$ cat src/rtl/pipe_ctrl_pkg.sv
// Shared definitions for the pipeline hazard sequencer.
// Latency: n/a (types, constants and a pure combinational helper).
// Backpressure: n/a.
//
// Contents: FSM state encoding, NOP instruction word, register-field width,
// and the load-use hazard detect function.
package pipe_ctrl_pkg;

  localparam int          REG_W     = 5;
  localparam logic [31:0] NOP_INSTR = 32'h0;

  typedef enum logic [1:0] {
    ST_RUN      = 2'd0,
    ST_LU_STALL = 2'd1,
    ST_BR_FLUSH = 2'd2,
    ST_MEM_WAIT = 2'd3
  } state_e;

  // A load into $0 never creates a dependency, since $0 always reads as zero.
  function automatic logic lu_hazard(
    input logic             ex_memread,
    input logic [REG_W-1:0] ex_rt,
    input logic [REG_W-1:0] id_rs,
    input logic [REG_W-1:0] id_rt,
    input logic             id_uses_rs,
    input logic             id_uses_rt
  );
    return ex_memread && (ex_rt != '0) &&
           ((id_uses_rs && (id_rs == ex_rt)) || (id_uses_rt && (id_rt == ex_rt)));
  endfunction

endpackage

$ cat src/rtl/sat_counter.sv
// Saturating up-counter for performance debug.
// Latency: count reflects an increment one clock after inc is sampled.
// Backpressure: none; clr wins over inc, count sticks at all-ones.
//
// Ports: clk, rst (async, active-high), clr (sync clear), inc (count this
// cycle), cnt_o (current count).
module sat_counter #(
  parameter int CNT_W = 32
) (
  input  logic             clk,
  input  logic             rst,
  input  logic             clr,
  input  logic             inc,
  output logic [CNT_W-1:0] cnt_o
);

  logic [CNT_W-1:0] cnt_q;
  logic [CNT_W-1:0] cnt_d;

  always_comb begin
    cnt_d = cnt_q;
    if (clr) begin
      cnt_d = '0;
    end else if (inc && (cnt_q != '1)) begin
      cnt_d = cnt_q + 1'b1;
    end
  end

  always_ff @(posedge clk or posedge rst) begin
    if (rst) begin
      cnt_q <= '0;
    end else begin
      cnt_q <= cnt_d;
    end
  end

  assign cnt_o = cnt_q;

endmodule

$ cat src/rtl/pipe_hazard_ctrl.sv
// Stall/flush sequencer for a 5-stage pipeline (load-use, taken branch, dmem wait).
// Latency: control outputs are combinational from state and current inputs.
// Backpressure: dmem_busy freezes the whole pipe; the interrupted sequence resumes after.
//
// Ports:
//   clk, rst                 clock, async active-high reset
//   ID_rs/ID_rt/ID_uses_*    source operands of the instruction in ID
//   EX_memread/EX_rt         load in EX and its destination
//   EX_br_taken              taken branch/jump resolved in EX
//   dmem_busy                MEM-stage access not yet complete
//   cnt_clr                  sync clear of the performance counters
//   pc_we .. mem_wb_bubble   per-register advance/hold/squash controls
//   stall_cycles/flush_cycles saturating perf counters, state_o debug state
module pipe_hazard_ctrl
  import pipe_ctrl_pkg::*;
#(
  parameter int LU_BUBBLES      = 1,
  parameter int BR_FLUSH_CYCLES = 1,
  parameter int CNT_W           = 32
) (
  input  logic             clk,
  input  logic             rst,
  input  logic [4:0]       ID_rs,
  input  logic [4:0]       ID_rt,
  input  logic             ID_uses_rs,
  input  logic             ID_uses_rt,
  input  logic             EX_memread,
  input  logic [4:0]       EX_rt,
  input  logic             EX_br_taken,
  input  logic             dmem_busy,
  input  logic             cnt_clr,
  output logic             pc_we,
  output logic             if_id_stall,
  output logic             if_id_flush,
  output logic             id_ex_bubble,
  output logic             ex_mem_hold,
  output logic             mem_wb_bubble,
  output logic [CNT_W-1:0] stall_cycles,
  output logic [CNT_W-1:0] flush_cycles,
  output logic [1:0]       state_o
);

  // The first bubble/flush cycle is issued from RUN, so the dedicated state
  // only has to cover the remaining N-1 cycles (cnt counts down to 0).
  localparam logic [2:0] LU_INIT   = 3'(LU_BUBBLES - 2);
  localparam logic [2:0] BR_INIT   = 3'(BR_FLUSH_CYCLES - 2);
  // A branch caught during a freeze has not flushed anything yet, so the
  // whole flush sequence runs from BR_FLUSH after the freeze.
  localparam logic [2:0] BR_RESUME = 3'(BR_FLUSH_CYCLES - 1);

  state_e     state_q, state_d;
  logic [2:0] cnt_q, cnt_d;
  state_e     resume_state_q, resume_state_d;
  logic [2:0] resume_cnt_q, resume_cnt_d;

  state_e     eff_state;
  logic [2:0] eff_cnt;
  logic       lu_haz;

  logic pc_we_c, if_id_stall_c, if_id_flush_c;
  logic id_ex_bubble_c, ex_mem_hold_c, mem_wb_bubble_c;

  assign lu_haz = lu_hazard(EX_memread, EX_rt, ID_rs, ID_rt, ID_uses_rs, ID_uses_rt);

  // Leaving MEM_WAIT: this cycle behaves exactly like the saved state.
  always_comb begin
    eff_state = state_q;
    eff_cnt   = cnt_q;
    if (state_q == ST_MEM_WAIT) begin
      eff_state = resume_state_q;
      eff_cnt   = resume_cnt_q;
    end
  end

  always_comb begin
    state_d         = state_q;
    cnt_d           = cnt_q;
    resume_state_d  = resume_state_q;
    resume_cnt_d    = resume_cnt_q;
    pc_we_c         = 1'b1;
    if_id_stall_c   = 1'b0;
    if_id_flush_c   = 1'b0;
    id_ex_bubble_c  = 1'b0;
    ex_mem_hold_c   = 1'b0;
    mem_wb_bubble_c = 1'b0;

    if (dmem_busy) begin
      pc_we_c         = 1'b0;
      if_id_stall_c   = 1'b1;
      ex_mem_hold_c   = 1'b1;
      mem_wb_bubble_c = 1'b1;
      state_d         = ST_MEM_WAIT;
      if (EX_br_taken) begin
        resume_state_d = ST_BR_FLUSH;
        resume_cnt_d   = BR_RESUME;
      end else if (state_q != ST_MEM_WAIT) begin
        // Only capture on entry; a continued freeze keeps the original.
        resume_state_d = state_q;
        resume_cnt_d   = cnt_q;
      end
    end else if (EX_br_taken) begin
      if_id_flush_c  = 1'b1;
      id_ex_bubble_c = 1'b1;
      if (BR_FLUSH_CYCLES > 1) begin
        state_d = ST_BR_FLUSH;
        cnt_d   = BR_INIT;
      end else begin
        state_d = ST_RUN;
        cnt_d   = '0;
      end
    end else begin
      case (eff_state)
        ST_BR_FLUSH: begin
          if_id_flush_c = 1'b1;
          if (eff_cnt == '0) begin
            state_d = ST_RUN;
            cnt_d   = '0;
          end else begin
            state_d = ST_BR_FLUSH;
            cnt_d   = eff_cnt - 1'b1;
          end
        end
        ST_LU_STALL: begin
          pc_we_c        = 1'b0;
          if_id_stall_c  = 1'b1;
          id_ex_bubble_c = 1'b1;
          if (eff_cnt == '0) begin
            state_d = ST_RUN;
            cnt_d   = '0;
          end else begin
            state_d = ST_LU_STALL;
            cnt_d   = eff_cnt - 1'b1;
          end
        end
        default: begin
          state_d = ST_RUN;
          cnt_d   = '0;
          if (lu_haz) begin
            pc_we_c        = 1'b0;
            if_id_stall_c  = 1'b1;
            id_ex_bubble_c = 1'b1;
            if (LU_BUBBLES > 1) begin
              state_d = ST_LU_STALL;
              cnt_d   = LU_INIT;
            end
          end
        end
      endcase
    end
  end

  always_ff @(posedge clk or posedge rst) begin
    if (rst) begin
      state_q        <= ST_RUN;
      cnt_q          <= '0;
      resume_state_q <= ST_RUN;
      resume_cnt_q   <= '0;
    end else begin
      state_q        <= state_d;
      cnt_q          <= cnt_d;
      resume_state_q <= resume_state_d;
      resume_cnt_q   <= resume_cnt_d;
    end
  end

  // Force the idle pattern while reset is held so nothing is squashed.
  assign pc_we         = rst | pc_we_c;
  assign if_id_stall   = ~rst & if_id_stall_c;
  assign if_id_flush   = ~rst & if_id_flush_c;
  assign id_ex_bubble  = ~rst & id_ex_bubble_c;
  assign ex_mem_hold   = ~rst & ex_mem_hold_c;
  assign mem_wb_bubble = ~rst & mem_wb_bubble_c;
  assign state_o       = state_q;

  sat_counter #(.CNT_W(CNT_W)) u_stall_cnt (
    .clk   (clk),
    .rst   (rst),
    .clr   (cnt_clr),
    .inc   (~pc_we),
    .cnt_o (stall_cycles)
  );

  sat_counter #(.CNT_W(CNT_W)) u_flush_cnt (
    .clk   (clk),
    .rst   (rst),
    .clr   (cnt_clr),
    .inc   (if_id_flush),
    .cnt_o (flush_cycles)
  );

endmodule

$ cat config.mk
export PLATFORM = sky130hd
export DESIGN_NAME = pipe_hazard_ctrl
export DESIGN_NICKNAME = d
export VERILOG_FILES = /design/src/rtl/pipe_ctrl_pkg.sv /design/src/rtl/sat_counter.sv /design/src/rtl/pipe_hazard_ctrl.sv
export SDC_FILE = /design/constraint.sdc
export NUM_CORES = 1
export LEC_CHECK = 0
export CAP_MARGIN = 20
export CORE_MARGIN = 3
export CORE_UTILIZATION = 40
export DETAILED_ROUTE_END_ITERATION = 7
export GPL_ROUTABILITY_DRIVEN = 1
export MAX_ROUTING_LAYER = met4
export PLACE_DENSITY = 0.75
export SLEW_MARGIN = 30
export SYNTH_ARGS = -nofsm -noshare
export SYNTH_HDL_FRONTEND = slang
export SYNTH_SLANG_ARGS = --single-unit
$ cat constraint.sdc
create_clock -name clk -period 3.17 [get_ports clk]
set_clock_uncertainty 0.2 [all_clocks]
set_input_delay 0.4755 -clock clk [delete_from_list [all_inputs] [get_ports clk]]
set_output_delay 0.4755 -clock clk [all_outputs]
set_load 0.05 [all_outputs]
After elaboration in Yosys (flattened, before gate mapping)
Cells that the tools add are included.

Register bits after elaboration: 74. Output and inout bits: 72. Bits in read-only memories: 0. Memories: 0. Latch bits: 0. Memory bits (writable): 0. Logic and storage cells: 70.

Bitwise gates (word level): 7. Shift operators: 0. Add/sub/neg operators: 3. Equality and inequality tests: 8. Muxes and demuxes: 32. Div/mod/pow operators: 0. Magnitude comparators: 0. Reductions and logical operators: 14. $mul: 0.

Operator list (number): two-way mux 32 bit (4); adder 32 x 1 -> 32 bit, second input constant (2); inequality test 32 bit, second input constant (2); two-way mux 3 bit (6); two-way mux 1 bit (13); two-way mux 2 bit (6); equality test 5 bit (2); logical AND 1 bit (6); nonzero test 2 bit (3); nonzero test 5 bit (1); bitwise AND 1 bit (4); equality test 2 bit, second input constant (2); one-hot mux 1 bit (2 select lines) (2); one-hot mux 2 bit (2 select lines) (1); logical NOT 3 bit (1); subtractor 3 x 1 -> 3 bit, second input constant (1); equality test 2 x 1 -> 1 bit, second input constant (1); inequality test 2 bit, second input constant (1); inverter 1 bit (2); AND reduction 2 bit (1); OR reduction 2 bit (1); logical OR 1 bit (1); bitwise OR 1 bit (1).

Logic depth before layout (Yosys ltp)
Depth after elaboration: 13. Depth in mapped cells: 12. Depth with buffers taken out: 10.

By module
From an unflattened synthesis, not the netlist that was laid out.

Cells, all modules: 465. Area, all modules: 4254.1 um^2.

Modules (own cells, without submodules): sat_counter (instances 2, seq. area each 800.8 um^2, cells each 186, area each 1740.4 um^2); pipe_hazard_ctrl (instances 1, seq. area each 250.2 um^2, cells each 93, area each 773.2 um^2).

Worst setup path after synthesis
No wires, ideal clock.

Kind: register to register. From: reg state_q[1], in the netlist state_o[1]. To: reg u_flush_cnt.cnt_q[15], in the netlist u_flush_cnt.cnt_o[15]. Slack: -288 ps. Clock period less this slack: 3458 ps. Library setup time: 132 ps. Cell stages (with the launch flop): 10. Arrival time: 3126 ps. Required time: 2838 ps. Cells stage by stage: dfrtp_1 -> inv_1 -> o21ai_0 -> ha_1 -> nor2_1 -> nor3_2 -> nand3_1 -> a2111oi_0 -> xnor2_1 -> nor2_1.

Longest elaborated chain between the ends: 9.

Ends and longest elaborated chain: start, declared (RTL line pipe_hazard_ctrl.sv:51) `state_e state_q, state_d;`; start signal, assigned (RTL line pipe_hazard_ctrl.sv:159) `state_q <= state_d;`; equality test 2 bit (RTL line pipe_hazard_ctrl.sv:69) `if (state_q == ST_MEM_WAIT) begin`; two-way mux 2 bit (*) (RTL line pipe_hazard_ctrl.sv:69); equality test 2 bit (*) (RTL line pipe_hazard_ctrl.sv:112) `case (eff_state)`; two-way mux 1 bit (*) (RTL line pipe_hazard_ctrl.sv:112); two-way mux 1 bit (*) (RTL line pipe_hazard_ctrl.sv:101) `end else if (EX_br_taken) begin`; two-way mux 1 bit (*) (RTL line pipe_hazard_ctrl.sv:87) `if (dmem_busy) begin`; bitwise AND 1 bit (*) (RTL line pipe_hazard_ctrl.sv:169) `assign if_id_flush = ~rst & if_id_flush_c;`; via if_id_flush (RTL line pipe_hazard_ctrl.sv:34) `output logic if_id_flush,`; logical AND 1 bit (*) (RTL line sat_counter.sv:24) `end else if (inc && (cnt_q != '1)) begin`; nonzero test 2 bit (no line) (*); end signal, assigned (RTL line sat_counter.sv:33) `cnt_q <= cnt_d;`; end, declared (RTL line sat_counter.sv:17) `logic [CNT_W-1:0] cnt_q;`.

The timed path passes the listed nets; every way through them passes the cells marked *. A chain may end at the register's enable or synchronous reset.

Worst setup path after layout
From: in EX_rt[3]. To: out if_id_stall.

Longest elaborated chain between the ends: 9. Elaborated cells on any way between the ends: 13. Those cells by class: 2 x eq/ne; 4 x mux; 1 x bitwise; 6 x reduce/logical.

Ends and longest elaborated chain: start, declared (RTL line pipe_hazard_ctrl.sv:28) `input logic [4:0] EX_rt,`; equality test 5 bit (RTL line pipe_ctrl_pkg.sv:29) `((id_uses_rs && (id_rs == ex_rt)) || (id_uses_rt && (id_rt == ex_rt)));`; logical AND 1 bit (RTL line pipe_ctrl_pkg.sv:29); logical OR 1 bit (RTL line pipe_ctrl_pkg.sv:29); logical AND 1 bit (*) (RTL line pipe_ctrl_pkg.sv:28) `return ex_memread && (ex_rt != '0) &&`; two-way mux 1 bit (*) (RTL line pipe_hazard_ctrl.sv:138) `if (lu_haz) begin`; one-hot mux 1 bit (2 select lines) (*) (RTL line pipe_hazard_ctrl.sv:112); two-way mux 1 bit (*) (RTL line pipe_hazard_ctrl.sv:101); two-way mux 1 bit (*) (RTL line pipe_hazard_ctrl.sv:87); bitwise AND 1 bit (*) (RTL line pipe_hazard_ctrl.sv:168) `assign if_id_stall = ~rst & if_id_stall_c;`; end, declared (RTL line pipe_hazard_ctrl.sv:33) `output logic if_id_stall,`.

Every way passes the cells marked *; elsewhere a longest branch is shown, timed or not.

==> impl_metrics.yaml <==
logic_synthesis:
  synthArstFlopShare_pct: 100.0
  synth_enable_flop_cells: 0
  ys_ff_latch: 74
  synth_cell_types: 56
  synth_ff_type: "dfrtp_1"
  ys_seq_area_share_pct: 41.89
  syn_inst: 500
  yosysWarningCount: 0
  synth_nets: 529
  netlist_area_um2: 4420
  avgSynthCellArea_um2: 8.841
clock_network:
  worstSkewPairLatency_ns: 0.34
  cts_sinks: 74
  cts_buffer_depth: 2
  clk_pin_slew_ns: 0.07
  cts_tree: "yes"
  htree_levels: 3
  holdBufCountCts: 0
  numCtsBuffers: 9
  cts-root-buf: "clkbuf_8"
finish:
  n_fill_cell: 953
  drive_above_1_share_pct: 10.67
  antenna_cells: 0
  layout.nets: 633
  multiInputGateArea_um2: 2389
  register_area_um2: 1854
  syn2layout_area_growth_pct: 33.09
drt:
  drt-pass1-iter-count: 4
  drtIter0Drc: 263
  wirelength_um: 11520
  vias_per_cell: 5.562
  wl_per_cell_um: 15.46
  antenna_left: 0
  drc: 0
  vias: 4144
place:
  portBuffers: 94
  hpwl_um: 8258
  gp_congestion: 0.9232
worst_setup_path:
  worstPathCellList: "clkdlybuf4s50_1 -> xor2_1 -> nor4_2 -> a32oi_2 -> buf_4 -> o22ai_1 -> a21o_1 -> buf_4"
  cp-start-kind: "primary input"
  reg2reg_to: "u_stall_cnt.cnt_o[18]$_DFFE_PP0P_"
  max_stage_delay_ns: 0.48
  cp.arrival_ns: 2.35
  end_kind: "output pin"
  cpMostUsedCell: "buf_4"
  critPathBufInv: 3
  r2r_cells: 11
  worst-setup-path-type: "in2out"
  r2r_start: "state_o[1]$_DFF_PP0_"
  r2r_slack_ns: 0.35
  crit_family: "buffers and inverters"
  crit_slowest_cell: "clkdlybuf4s50_1"
  cp.required_ns: 2.49
  crit_fanout: 3
min_path:
  min_to: "resume_cnt_q[2]$_DFFE_PP0P_"
  whs_path_depth: 2
  min_path_type: "reg2reg"
  min-delay-start: "resume_cnt_q[2]$_DFFE_PP0P_"
status:
  status: "finished, final reports clean"
sta:
  slew_headroom_pct: 62.24
  fmax_ghz: 0.3309
  rsz0062_at_grt: "no"
  hold_viol: 0
  drv_slew: 0
  post-route-min-period_ns: 3.022
  fin_tns_setup_ns: 0
  fin_crit_sh_pct: 95.34
  setup_violations: 0
  tightest_slew_ns: 0.5617
global_route:
  grt_max_degree: 77
  grt_use_total_pct: 19.39
  antenna_found_initial: 0
  grt_pass1_vias: 4123
  grt-ovfl-total: 0
  grt_pass1_wl_um: 19760
floorplanning:
  initial_core_util_pct: 41.88
  dieWidth_um: 111.1
  core_area_um2: 10560
  io_pins: 95
  rows: 37
  die_h_um: 111.1
  die_area_um2: 12350
job:
  cap_violations: 0
power_and_ir_drop:
  powerDensity_nw_per_um2: 335.5
  cellLeakagePower_nw: 2.258
  power_mw: 1.974
  peakVddDrop_mv: 0.2434
## registers in the layout (all words and copies together), names as in the netlist
| signal | flops |
|---|---|
| resume_cnt_q | 3 |
| state_o | 2 |
| u_flush_cnt.cnt_o | 32 |
| resume_state_q | 2 |
| u_stall_cnt.cnt_o | 32 |
| cnt_q | 3 |
## timing repair
action / in CTS / in global routing
pin swaps: 0 / 1
setup endpoints to repair: 1 / 2
resized for setup: 2 / 3
setup buffers: 0 / 2
## layout make-up
| type | count | area share, % |
|---|---|---|
| Clock buffer | 12 | 2.637 |
| Clock inverter | 4 | 0.8507 |
| Inverter | 27 | 1.808 |
| Multi-Input combinational cell | 378 | 40.60 |
| Sequential cell | 74 | 31.52 |
| Tap cell | 136 | 2.892 |
| Timing Repair Buffer | 114 | 19.69 |
## cell usage in the layout, fill, tap and decap left out, types with 3 or more instances in the layout
| master | synthesis | routed |
|---|---|---|
| a21o_1 | 4 | 4 |
| a21oi_1 | 33 | 33 |
| a31oi_1 | 3 | 3 |
| and2_1 | 3 | 3 |
| and3_1 | 7 | 7 |
| and4_1 | 8 | 8 |
| buf_12 | 0 | 7 |
| buf_4 | 3 | 19 |
| clkbuf_8 | 0 | 11 |
| clkdlybuf4s50_1 | 0 | 87 |
| dfrtp_1 | 74 | 72 |
| ha_1 | 6 | 6 |
| inv_1 | 26 | 25 |
| mux2_1 | 5 | 5 |
| mux2_2 | 6 | 6 |
| nand2_1 | 38 | 38 |
| nand3_1 | 28 | 28 |
| nand4_1 | 16 | 16 |
| nor2_1 | 58 | 58 |
| nor2b_1 | 10 | 10 |
| nor3_1 | 14 | 14 |
| nor4_1 | 9 | 9 |
| nor4_2 | 4 | 4 |
| o21a_1 | 3 | 3 |
| o21ai_0 | 18 | 18 |
| o22ai_1 | 3 | 3 |
| o31ai_1 | 11 | 11 |
| or3_1 | 16 | 16 |
| or4_1 | 11 | 11 |
| xnor2_1 | 21 | 21 |
| xor2_1 | 12 | 12 |
## Yosys cell counts (2+ instances only)
library cell | number | area [µm²]
a21oi_1 | 33 | 165.2
and3_1 | 7 | 43.79
inv_1 | 26 | 97.59
nor3_1 | 14 | 70.07
a32oi_1 | 2 | 17.52
buf_4 | 3 | 22.52
nand3b_1 | 2 | 15.01
mux2i_1 | 2 | 20.02
and4_1 | 8 | 70.07
nand3_1 | 28 | 140.1
a211oi_1 | 2 | 15.01
a31oi_1 | 3 | 18.77
o21ai_0 | 18 | 90.09
o21a_1 | 3 | 22.52
nor4_2 | 4 | 50.05
nand4_1 | 16 | 100.1
nor4_1 | 9 | 56.30
nor3b_1 | 2 | 15.01
buf_2 | 5 | 25.02
dfrtp_1 | 74 | 1852
ha_1 | 6 | 75.07
a21o_1 | 4 | 30.03
o31ai_1 | 11 | 82.58
or3_1 | 16 | 100.1
or4_1 | 11 | 82.58
xor2_1 | 12 | 105.1
and2_1 | 3 | 18.77
mux2_2 | 6 | 67.56
nor2_1 | 58 | 217.7
nor2b_1 | 10 | 62.56
nand2_1 | 38 | 142.6
o22ai_1 | 3 | 18.77
nand4b_1 | 2 | 17.52
clkbuf_1 | 12 | 45.04
mux2_1 | 5 | 56.30
xnor2_1 | 21 | 183.9
o41ai_1 | 2 | 17.52
## stage by stage
stage | hold WS, ns | instances | utilization [%] | cell area (µm²) | setup WS, ns
5_1_grt | 0.3346 | 745 | 55.74 | 5883 | 0.01068
4_1_cts | 0.3133 | 743 | 55.43 | 5851 | 0.03497
6_report | 0.3148 | 745 | 55.74 | 5883 | 0.1477
3_3_place_gp | 0.2930 | 727 | 53.43 | 5639 | 0.1399
2_1_floorplan | 0.2583 | 500 | - | 4432 | 0.06240
3_5_place_dp | 0.2944 | 727 | 53.43 | 5639 | 0.05269
## kinds of logic after synthesis
| family | synth area share (%) |
|---|---|
| and+or+nand+nor | 28.47 |
| buffers and inverters | 4.642 |
| muxes | 3.255 |
| DFF | 41.89 |
| xor gates and xnor gates | 6.538 |
| AOI/OAI and AO/OA | 13.50 |
| adders and majority gates | 1.698 |
## worst register-to-register path: stages, from the launching register on
cell,delay [ns]
dfrtp_2,0.43
inv_1,0.09
o21ai_0,0.13
ha_1,0.37
buf_4,0.14
and3_1,0.19
a21boi_4,0.08
buf_4,0.14
a211o_1,0.33
buf_4,0.18
or3_1,0.33
a21oi_1,0.15
## layer usage
metal,wire length (µm),up-vias,track usage [%]
li1,-,2012,-
met1,5210,2016,25.06
met2,5605,108,31.23
met3,583,8,3.876
met4,116,0,5.353
met5,0,-,-
## power by group
part           total, mW  switching (mW)  internal (mW)
logic              0.254           0.150          0.103
clock network      0.758           0.352          0.406
registers          0.962         0.00948          0.953
total               1.97           0.511           1.46
## how the worst max path moves through the flow
stage / from / to / slack (ns) / cells after the start
after floorplan: dmem_busy / u_stall_cnt.cnt_o[7]$_DFFE_PP0P_ / 0.06 / 8
after detailed placement: EX_rt[3] / u_stall_cnt.cnt_o[4]$_DFFE_PP0P_ / 0.05 / 9
after global routing: EX_rt[3] / if_id_stall / 0.01 / 8
final: EX_rt[3] / if_id_stall / 0.15 / 8
after global placement: EX_rt[3] / u_stall_cnt.cnt_o[3]$_DFFE_PP0P_ / 0.14 / 9
after CTS: state_o[1]$_DFF_PP0_ / pc_we / 0.03 / 10
(Power assumes the default switching activity.)
==> RTL edit (config.mk and constraints unchanged) <==
`CNT_W` is set to 32 in 2 places; all go to 48.
--- a/src/rtl/sat_counter.sv
+++ b/src/rtl/sat_counter.sv
@@ -5,7 +5,7 @@
 // Ports: clk, rst (async, active-high), clr (sync clear), inc (count this
 // cycle), cnt_o (current count).
 module sat_counter #(
-  parameter int CNT_W = 32
+  parameter int CNT_W = 48
 ) (
   input  logic             clk,
   input  logic             rst,
--- a/src/rtl/pipe_hazard_ctrl.sv
+++ b/src/rtl/pipe_hazard_ctrl.sv
@@ -16,7 +16,7 @@
 #(
   parameter int LU_BUBBLES      = 1,
   parameter int BR_FLUSH_CYCLES = 1,
-  parameter int CNT_W           = 32
+  parameter int CNT_W           = 48
 ) (
   input  logic             clk,
   input  logic             rst,
Ports: changed (resized flush_cycles and stall_cycles); port bits go from 95 to 127. No check against the original RTL was run, so the function may have changed too.
==> RTL edit against the unedited design <==
  * Via count up 45%
  * Total power increased by 48%
  * Synthesized cell count is 42% higher
  * Cell area increased by 42%
  * Critical path type is now flip-flop to primary output
  * Area after synthesis grew 44%
  * Sequential cell count rose by 32
  * Setup slack got worse by 70 ps
  * Wire length up 48%
==> RTL edit: results (changes against the unedited design) <==
- Status: completed
- Initial drt markers: 391 (+49%)
- Nets: 867 (+37%)
- I/O Buffers: 126 (+34%)
- P_leak: 0.00321 uW (+42%)
- Sequential fraction of the synthesis area: 41.7% (-0.22 points)
- Clock latency on the worst-skew pair: 360 ps (+20 ps)
- Placed cell count: 1038 (+43%)
- Postcts setup bufs: 0 (unchanged)
- Syn Nets: 738 (+40%)
- Vias in the first global route: 5589 (+36%)
- Root Buffer: clkbuf_16
- Via density: 5.70 (+2.5%)
- Final Cell Area: 8370 sq um (+42%)
- Share of cells above drive strength 1: 10.2% (-0.47 points)
- Largest net degree at the start of global routing: 63 (-18%)
- Gr usage total: 20.1% (+0.75 points)
- Synth cell count leaders: dfrtp_1 (106), nor2_1 (72), a21oi_1 (69)
- Resize count post-CTS: 0 (-2)
- GPL Wtd Cong: 0.847 (-8.3%)
- Met3 WL: 944 um (+62%)
- DP Worst Slack: 29.5 ps (-23.2 ps)
- Peak supply drop: 0.251 mV (+3.1%)
- First-pass GRT wire length: 28600 um (+45%)
- Post-DP HPWL: 11900 um (+44%)
- Cell Area, Placed: 8040 sq um (+43%)
- Grt met2 use: 31.4% (+0.13 points)
- Met1 Usage GRT: 26.8% (+1.7 points)
- WL met2: 8100 um (+44%)
- Crit path DAT: 2420 ps (+70 ps)
- Routed len/inst: 16.1 um (+4.3%)
-- RTL edit: path summary, 6_finish.rpt --
path	end	depth (start not counted)	slack [ps]	start
max in group asynchronous	cnt_q[1]$_DFFE_PP0N_	5	920	rst
min in group asynchronous	u_stall_cnt.cnt_o[30]$_DFFE_PP0P_	4	620	rst
hold / removal	resume_cnt_q[2]$_DFFE_PP0P_	1	330	resume_cnt_q[2]$_DFFE_PP0P_
setup reg to reg	u_stall_cnt.cnt_o[20]$_DFFE_PP0P_	10	160	state_o[0]$_DFF_PP0_
setup / recovery	pc_we	8	80	state_o[0]$_DFF_PP0_
hold reg to reg	resume_cnt_q[2]$_DFFE_PP0P_	1	330	resume_cnt_q[2]$_DFFE_PP0P_
-- RTL edit: critical path, cell delays in order (launching register included) --
cell,delay [ps]
dfrtp_1,470
nand2b_1,90
and2_1,180
ha_1,280
or3_1,370
a21oi_2,210
a41oi_4,60
buf_12,200
buf_12,170
-- RTL edit: power breakdown --
part / switching [uW] / total [uW] / leakage, uW / internal, uW
logic: 183 / 297 / 0.00158 / 114
clock network: 542 / 1240 / 0.000161 / 702
registers: 10.6 / 1370 / 0.00147 / 1360
-- RTL edit: layout make-up --
cell class | count | area [sq um] | area share [%]
Sequential cell | 106 | 2650 | 31.7
Clock buffer | 9 | 225 | 2.69
Inverter | 16 | 63.8 | 0.762
Timing Repair Buffer | 161 | 1610 | 19.2
Clock inverter | 7 | 100 | 1.20
Tap cell | 211 | 264 | 3.15
Multi-Input combinational cell | 544 | 3460 | 41.3
-- RTL edit: kinds of logic after synthesis --
family,count (synthesis),synth area share [%]
adder cells (fa/ha/maj),6,1.18
buffers and inverters,59,4.38
XOR/XNOR,47,6.47
AO/OA/AOI/OAI,137,13.1
AND/OR/NAND/NOR,340,30.3
flip-flops,106,41.7
multiplexers,14,2.91
